`src/rtl/score_generator_pkg.sv`:
```
// Shared constants and state encoding for the score generator and its level tracker.
package score_generator_pkg;

    typedef enum logic [1:0] {
        IDLE = 2'd0,
        MULT = 2'd1,
        EMIT = 2'd2
    } state_t;

    localparam logic [15:0] SCORE_1   = 16'd40;
    localparam logic [15:0] SCORE_2   = 16'd100;
    localparam logic [15:0] SCORE_3   = 16'd300;
    localparam logic [15:0] SCORE_4   = 16'd1200;
    localparam logic [9:0]  LINES_SAT = 10'd999;

    function automatic logic [15:0] base_score(input logic [2:0] rows);
        case (rows)
            3'd1:    return SCORE_1;
            3'd2:    return SCORE_2;
            3'd3:    return SCORE_3;
            3'd4:    return SCORE_4;
            default: return 16'd0;
        endcase
    endfunction

endpackage

```
`src/rtl/score_level_tracker.sv`:
```
// Tracks total cleared rows, rows within the current level, and the level itself.
// One add strobe per scored clear; at most one level step per strobe.
module score_level_tracker
    import score_generator_pkg::*;
#(
    parameter int START_LEVEL     = 0,
    parameter int MAX_LEVEL       = 29,
    parameter int LINES_PER_LEVEL = 10
) (
    input  logic       clk_25_175,
    input  logic       reset,
    input  logic       new_game,
    input  logic       i_add,
    input  logic [2:0] i_rows,
    output logic [4:0] o_level,
    output logic [9:0] o_lines_total,
    output logic       o_level_up
);

    logic [4:0]  r_level;
    logic [9:0]  r_lines_total;
    logic [3:0]  r_lines_in_level;
    logic        r_level_up;

    logic [10:0] w_total_sum;
    logic [9:0]  w_total_next;
    logic [4:0]  w_lil_sum;
    logic        w_roll;
    logic [3:0]  w_lil_next;

    assign w_total_sum  = {1'b0, r_lines_total} + {8'd0, i_rows};
    assign w_total_next = (w_total_sum > {1'b0, LINES_SAT}) ? LINES_SAT : w_total_sum[9:0];
    assign w_lil_sum    = {1'b0, r_lines_in_level} + {2'd0, i_rows};
    assign w_roll       = (w_lil_sum >= 5'(LINES_PER_LEVEL));
    assign w_lil_next   = w_roll ? 4'(w_lil_sum - 5'(LINES_PER_LEVEL)) : w_lil_sum[3:0];

    always_ff @(posedge clk_25_175) begin
        if (!reset || new_game) begin
            r_level          <= 5'(START_LEVEL);
            r_lines_total    <= 10'd0;
            r_lines_in_level <= 4'd0;
            r_level_up       <= 1'b0;
        end else begin
            r_level_up <= 1'b0;
            if (i_add) begin
                r_lines_total    <= w_total_next;
                r_lines_in_level <= w_lil_next;
                // Rows keep rolling over at max level; only the level saturates.
                if (w_roll && (r_level < 5'(MAX_LEVEL))) begin
                    r_level    <= r_level + 5'd1;
                    r_level_up <= 1'b1;
                end
            end
        end
    end

    assign o_level       = r_level;
    assign o_lines_total = r_lines_total;
    assign o_level_up    = r_level_up;

endmodule

```
`src/rtl/score_generator.sv`:
```
// Turns line-clear and soft-drop events into one-cycle scorewire add pulses.
// Clear awards use a sequential multiply of the base score by (level+1).
module score_generator
    import score_generator_pkg::*;
#(
    parameter int START_LEVEL     = 0,
    parameter int MAX_LEVEL       = 29,
    parameter int LINES_PER_LEVEL = 10
) (
    input  logic        clk_25_175,
    input  logic        reset,
    input  logic        new_game,
    input  logic        game_over,
    input  logic        clear_valid,
    input  logic [2:0]  clear_lines,
    output logic        clear_ready,
    input  logic        drop_pulse,
    output logic [15:0] scorewire,
    output logic [4:0]  level,
    output logic [9:0]  lines_total,
    output logic        level_up
);

    state_t      r_state;
    logic [15:0] r_base;
    logic [2:0]  r_rows;
    logic [4:0]  r_cnt;
    logic [15:0] r_acc;
    logic [7:0]  r_pending;
    logic        r_drop_seen;
    logic [15:0] r_scorewire;

    logic        w_accept;
    logic        w_legal;
    logic        w_drop_inc;
    logic        w_mult_done;
    logic        w_drop_emit;
    logic [15:0] w_acc_next;
    logic [7:0]  w_pending_inc;

    assign clear_ready   = (r_state == IDLE) && !game_over;
    assign w_accept      = clear_valid && clear_ready;
    assign w_legal       = (clear_lines != 3'd0) && (clear_lines <= 3'd4);
    assign w_drop_inc    = drop_pulse && !game_over;
    assign w_mult_done   = (r_state == MULT) && (r_cnt == 5'd0);
    assign w_acc_next    = r_acc + r_base;
    assign w_pending_inc = (r_pending == 8'hFF) ? r_pending : r_pending + 8'd1;

    // Drop points go out once a burst of drop pulses has ended, in a slot that
    // cannot carry a clear award (IDLE without acceptance, or the EMIT cycle).
    assign w_drop_emit = (((r_state == IDLE) && !w_accept) || (r_state == EMIT))
                         && (r_pending != 8'd0) && !r_drop_seen;

    always_ff @(posedge clk_25_175) begin
        if (!reset || new_game) begin
            r_state     <= IDLE;
            r_base      <= 16'd0;
            r_rows      <= 3'd0;
            r_cnt       <= 5'd0;
            r_acc       <= 16'd0;
            r_pending   <= 8'd0;
            r_drop_seen <= 1'b0;
            r_scorewire <= 16'd0;
        end else begin
            r_scorewire <= 16'd0;
            r_drop_seen <= w_drop_inc;

            if (w_drop_emit) begin
                r_scorewire <= {8'd0, r_pending};
                r_pending   <= {7'd0, w_drop_inc};
            end else if (w_drop_inc) begin
                r_pending <= w_pending_inc;
            end

            case (r_state)
                IDLE: begin
                    if (w_accept && w_legal) begin
                        r_base  <= base_score(clear_lines);
                        r_rows  <= clear_lines;
                        r_cnt   <= level;
                        r_acc   <= 16'd0;
                        r_state <= MULT;
                    end
                end
                MULT: begin
                    r_acc <= w_acc_next;
                    if (r_cnt == 5'd0) begin
                        r_scorewire <= w_acc_next;
                        r_state     <= EMIT;
                    end else begin
                        r_cnt <= r_cnt - 5'd1;
                    end
                end
                EMIT: begin
                    r_state <= IDLE;
                end
                default: begin
                    r_state <= IDLE;
                end
            endcase
        end
    end

    score_level_tracker #(
        .START_LEVEL    (START_LEVEL),
        .MAX_LEVEL      (MAX_LEVEL),
        .LINES_PER_LEVEL(LINES_PER_LEVEL)
    ) u_tracker (
        .clk_25_175   (clk_25_175),
        .reset        (reset),
        .new_game     (new_game),
        .i_add        (w_mult_done),
        .i_rows       (r_rows),
        .o_level      (level),
        .o_lines_total(lines_total),
        .o_level_up   (level_up)
    );

    assign scorewire = r_scorewire;

endmodule

```
`config.mk`:
```
export PLATFORM = sky130hd
export DESIGN_NAME = score_generator
export DESIGN_NICKNAME = d
export VERILOG_FILES = /design/src/rtl/score_generator_pkg.sv /design/src/rtl/score_level_tracker.sv /design/src/rtl/score_generator.sv
export SDC_FILE = /design/constraint.sdc
export NUM_CORES = 1
export LEC_CHECK = 0
export ABC_AREA = 1
export BUFFER_PORTS_ARGS = -buffer_cell sky130_fd_sc_hd__buf_2
export CAP_MARGIN = 0
export CORE_UTILIZATION = 50
export CTS_CLUSTER_SIZE = 25
export DETAILED_ROUTE_END_ITERATION = 12
export HOLD_SLACK_MARGIN = 0.15
export PLACE_DENSITY = 0.69
export SYNTH_ARGS = -nofsm -noshare
export SYNTH_HDL_FRONTEND = slang
export SYNTH_SLANG_ARGS = --single-unit
```
`constraint.sdc`:
```
create_clock -name clk_25_175 -period 2.91 [get_ports clk_25_175]
set_clock_uncertainty 0.05 [all_clocks]
set_input_delay 0.4365 -clock clk_25_175 [delete_from_list [all_inputs] [get_ports clk_25_175]]
set_output_delay 0.4365 -clock clk_25_175 [all_outputs]
set_load 0.05 [all_outputs]
```
==> flow_summary.toml <==
[sta]
tns_ns = 0
setup_viol = 0
slew_viol_final = 0
worst_slack_ns = 0.635
worst_slew_margin_rel_pct = 77.0
hold_violations = 0
rsz0062_at_grt = "no"
min_period_over_period_pct = 78.2
worstMarginPinSlew_ns = 0.345
max_freq_ghz = 0.439
fin_crit_ns = 2.28

[outcome]
outcome = "finished, final reports clean"

[floorplan]
die_area_um2 = 8600
die_x_um = 92.8
core_um2 = 7850
ios = 42
initial_core_util_pct = 52.5
fp.dieH_um = 92.8
fp-row-count = 32

[final_layout]
register_area_um2 = 1500
multi_input_area_um2 = 2280
final_util_pct = 59.2
antenna_cells = 0
fillers = 741
syn_to_final_growth_pct = 12.9
fin_nets = 651
drive_gt1_share_pct = 15.7

[place]
dp_slack_ns = 0.652
io_buffers = 41
dp_hpwl_um = 6540
gp_congestion = 0.876

[global_routing]
grt_max_degree = 26
grt_pass1_wl_um = 15700
antenna_found_initial = 0
grt_use_total_pct = 22.7
grt_pass1_vias = 3511
overflow = 0

[detailed_routing]
routed_wl_um = 8970
wire_per_inst_um = 12.4
routed_via_density = 5.22
drcViolationCount = 0
drt_first_pass_iters = 4
ant_nets = 0
dr_total_vias = 3785
drt_iter0_drc = 146

[synthesis]
syn_avg_cell_area_um2 = 7.20
synthFlopType = "dfxtp_1"
ys_async_sr_fraction_pct = 0
syn_inst = 572
synth_edf_count = 0
ys_warn_count = 0
synth.distinct_cells = 47
synthesis.nets = 605
seq_area_frac_synth_pct = 36.5
syn-cell-area_um2 = 4120
synth.ff_latch_count = 75

[clocking]
hold_buffers = 0
cts_sinks = 75
clk-insertion-delay-late_ns = 0.35
cts.reportedPaths.clkPinSlew_ns = 0.08
cts_root_buffer = "clkbuf_8"
cts_tree = "yes"
htree_levels = 3
cts_resized = 0
post_cts_buffers = 0
cts_buffer_depth = 2
cts_buffers = 9

[worst_setup_path]
cp_slowest_stage_delay_ns = 0.39
end_kind = "register"
crit_start = "r_rows[0]$_SDFFE_PP0P_"
critical_path.max_fanout = 10
critPathMostFrequentCell = "nand2_1"
path_cells = "ha_1 > fa_1 > nand2_1 > inv_1 > nor2_1 > inv_1 > ha_1 > o21ai_0 > nand2_1 > nand2_2 > nand2_2 > nand2_1 > a21oi_1"
cpLargestDelayFamily = "adder cells"
critPathSlowestCell = "fa_1"
endpoint = "u_tracker.o_level[2]$_SDFFE_PP0P_"
r2r-end = "u_tracker.o_level[2]$_SDFFE_PP0P_"
critPathRequiredTime_ns = 3.09
crit_buf_inv = 2
rr_startpoint = "r_rows[0]$_SDFFE_PP0P_"
r2r_slack_ns = 0.63
critical_path.startpoint_type = "register"
r2r_cells = 13
path_class = "reg -> reg"
cp_num_cells = 13
critPathArrivalTime_ns = 2.45

[power_and_ir_drop]
p_leak_nw = 2.13
power_density_nw_per_um2 = 445
ir_drop_mv = 0.233

[hold_path]
hp-class = "in -> reg"

[flow_run]
maxCapViolCount = 0
[final cells by class]
cell class / instances / area share (%)
clock buffers: 9 / 2.66
clock inverters: 7 / 2.15
inverters: 75 / 6.24
multi-input cells: 413 / 49.0
flip-flops and latches: 75 / 32.3
well taps: 102 / 2.74
repair buffers: 44 / 4.90
[stage by stage]
step                      cells  total power, mW  instance area (µm²)  hold slack [ns]
after floorplan             572             1.16                 4120            0.393
after global placement      709             1.19                 4430            0.404
after detailed placement    709             1.19                 4430            0.414
after CTS                   725             2.09                 4650            0.328
after global routing        725             2.15                 4650            0.345
final                       725             2.07                 4650            0.346
[logic make-up after synthesis]
kind of cell               count (synthesis)  share of synthesized area (%)
xor gates and xnor gates                  11                           2.34
buffers and inverters                     84                           8.23
and+or+nand+nor                          284                           32.4
AOI/OAI and AO/OA                         94                           12.8
DFF                                       75                           36.5
adders and majority gates                 24                           7.84
[power breakdown]
| group | total, mW | internal (mW) | switching (mW) | leakage (nW) |
|---|---|---|---|---|
| Combinational | 0.128 | 0.0375 | 0.0903 | 1.42 |
| Clock | 0.902 | 0.488 | 0.413 | 0.102 |
| Sequential | 1.04 | 1.03 | 0.00665 | 0.605 |
[placed cells by master (no fill, tap or decap), drive strengths merged, types with 10 or more instances in the layout]
cell type,count
nor2,52
nand4,10
buf,44
nand3,50
o21ai,30
a21oi,48
nand2,154
ha,21
inv,76
dfxtp,75
[state kept, by name, indices dropped and copies added (netlist names)]
name / count
scorewire: 16
r_rows: 3
u_tracker.r_lines_in_level: 4
r_base: 6
r_acc: 14
r_pending: 8
r_drop_seen: 1
r_cnt: 5
r_state: 2
u_tracker.o_level: 5
u_tracker.o_lines_total: 10
u_tracker.o_level_up: 1
[per-layer routing]
| layer | GRT usage, % | vias to the layer above | part of all wire [%] |
|---|---|---|---|
| li1 | - | 1964 | - |
| met1 | 28.9 | 1721 | 47 |
| met2 | 38.7 | 87 | 48 |
| met3 | 3.78 | 13 | 3.8 |
| met4 | 7.31 | 0 | 1.4 |
| met5 | 0 | - | 0 |
[cells in the mapped netlist (all sizes together) (2+ instances only)]
cell type | instances | share of area (%)
o21a | 4 | 0.73
nor3 | 8 | 1.4
or2 | 5 | 0.82
nand4 | 10 | 1.5
dfxtp | 75 | 36
a21oi | 48 | 5.9
a31oi | 2 | 0.30
o211a | 2 | 0.49
o21ai | 30 | 3.7
o22ai | 2 | 0.30
clkbuf | 4 | 0.36
nand3 | 50 | 6.4
nor2 | 52 | 6.4
buf | 5 | 0.82
xor2 | 8 | 1.7
a211oi | 2 | 0.36
inv | 74 | 6.9
fa | 3 | 1.5
ha | 21 | 6.4
xnor2 | 3 | 0.64
nand3b | 3 | 0.55
nand2 | 154 | 15
[worst register-to-register path: cells and delay by family (launching register included)]
kind	cells	cell delay, ns
compound gates	2	0.14
flops	1	0.34
fa+ha+maj	3	0.84
buf+inv	2	0.10
simple gates	6	0.69
[how the worst min path moves through the flow]
stage,startpoint,endpoint,slack (ns),depth (start not counted)
after floorplan,r_acc[4]$_SDFFE_PP0P_,r_acc[4]$_SDFFE_PP0P_,0.39,2
after global placement,r_acc[2]$_SDFFE_PP0P_,r_acc[2]$_SDFFE_PP0P_,0.40,2
after detailed placement,r_acc[4]$_SDFFE_PP0P_,r_acc[4]$_SDFFE_PP0P_,0.41,2
after CTS,clear_lines[0],r_base[3]$_SDFFE_PP0P_,0.33,3
after global routing,clear_lines[0],r_rows[0]$_SDFFE_PP0P_,0.34,3
final,clear_lines[0],r_base[3]$_SDFFE_PP0P_,0.35,3
No activity file was read; power rests on OpenSTA's default activity.
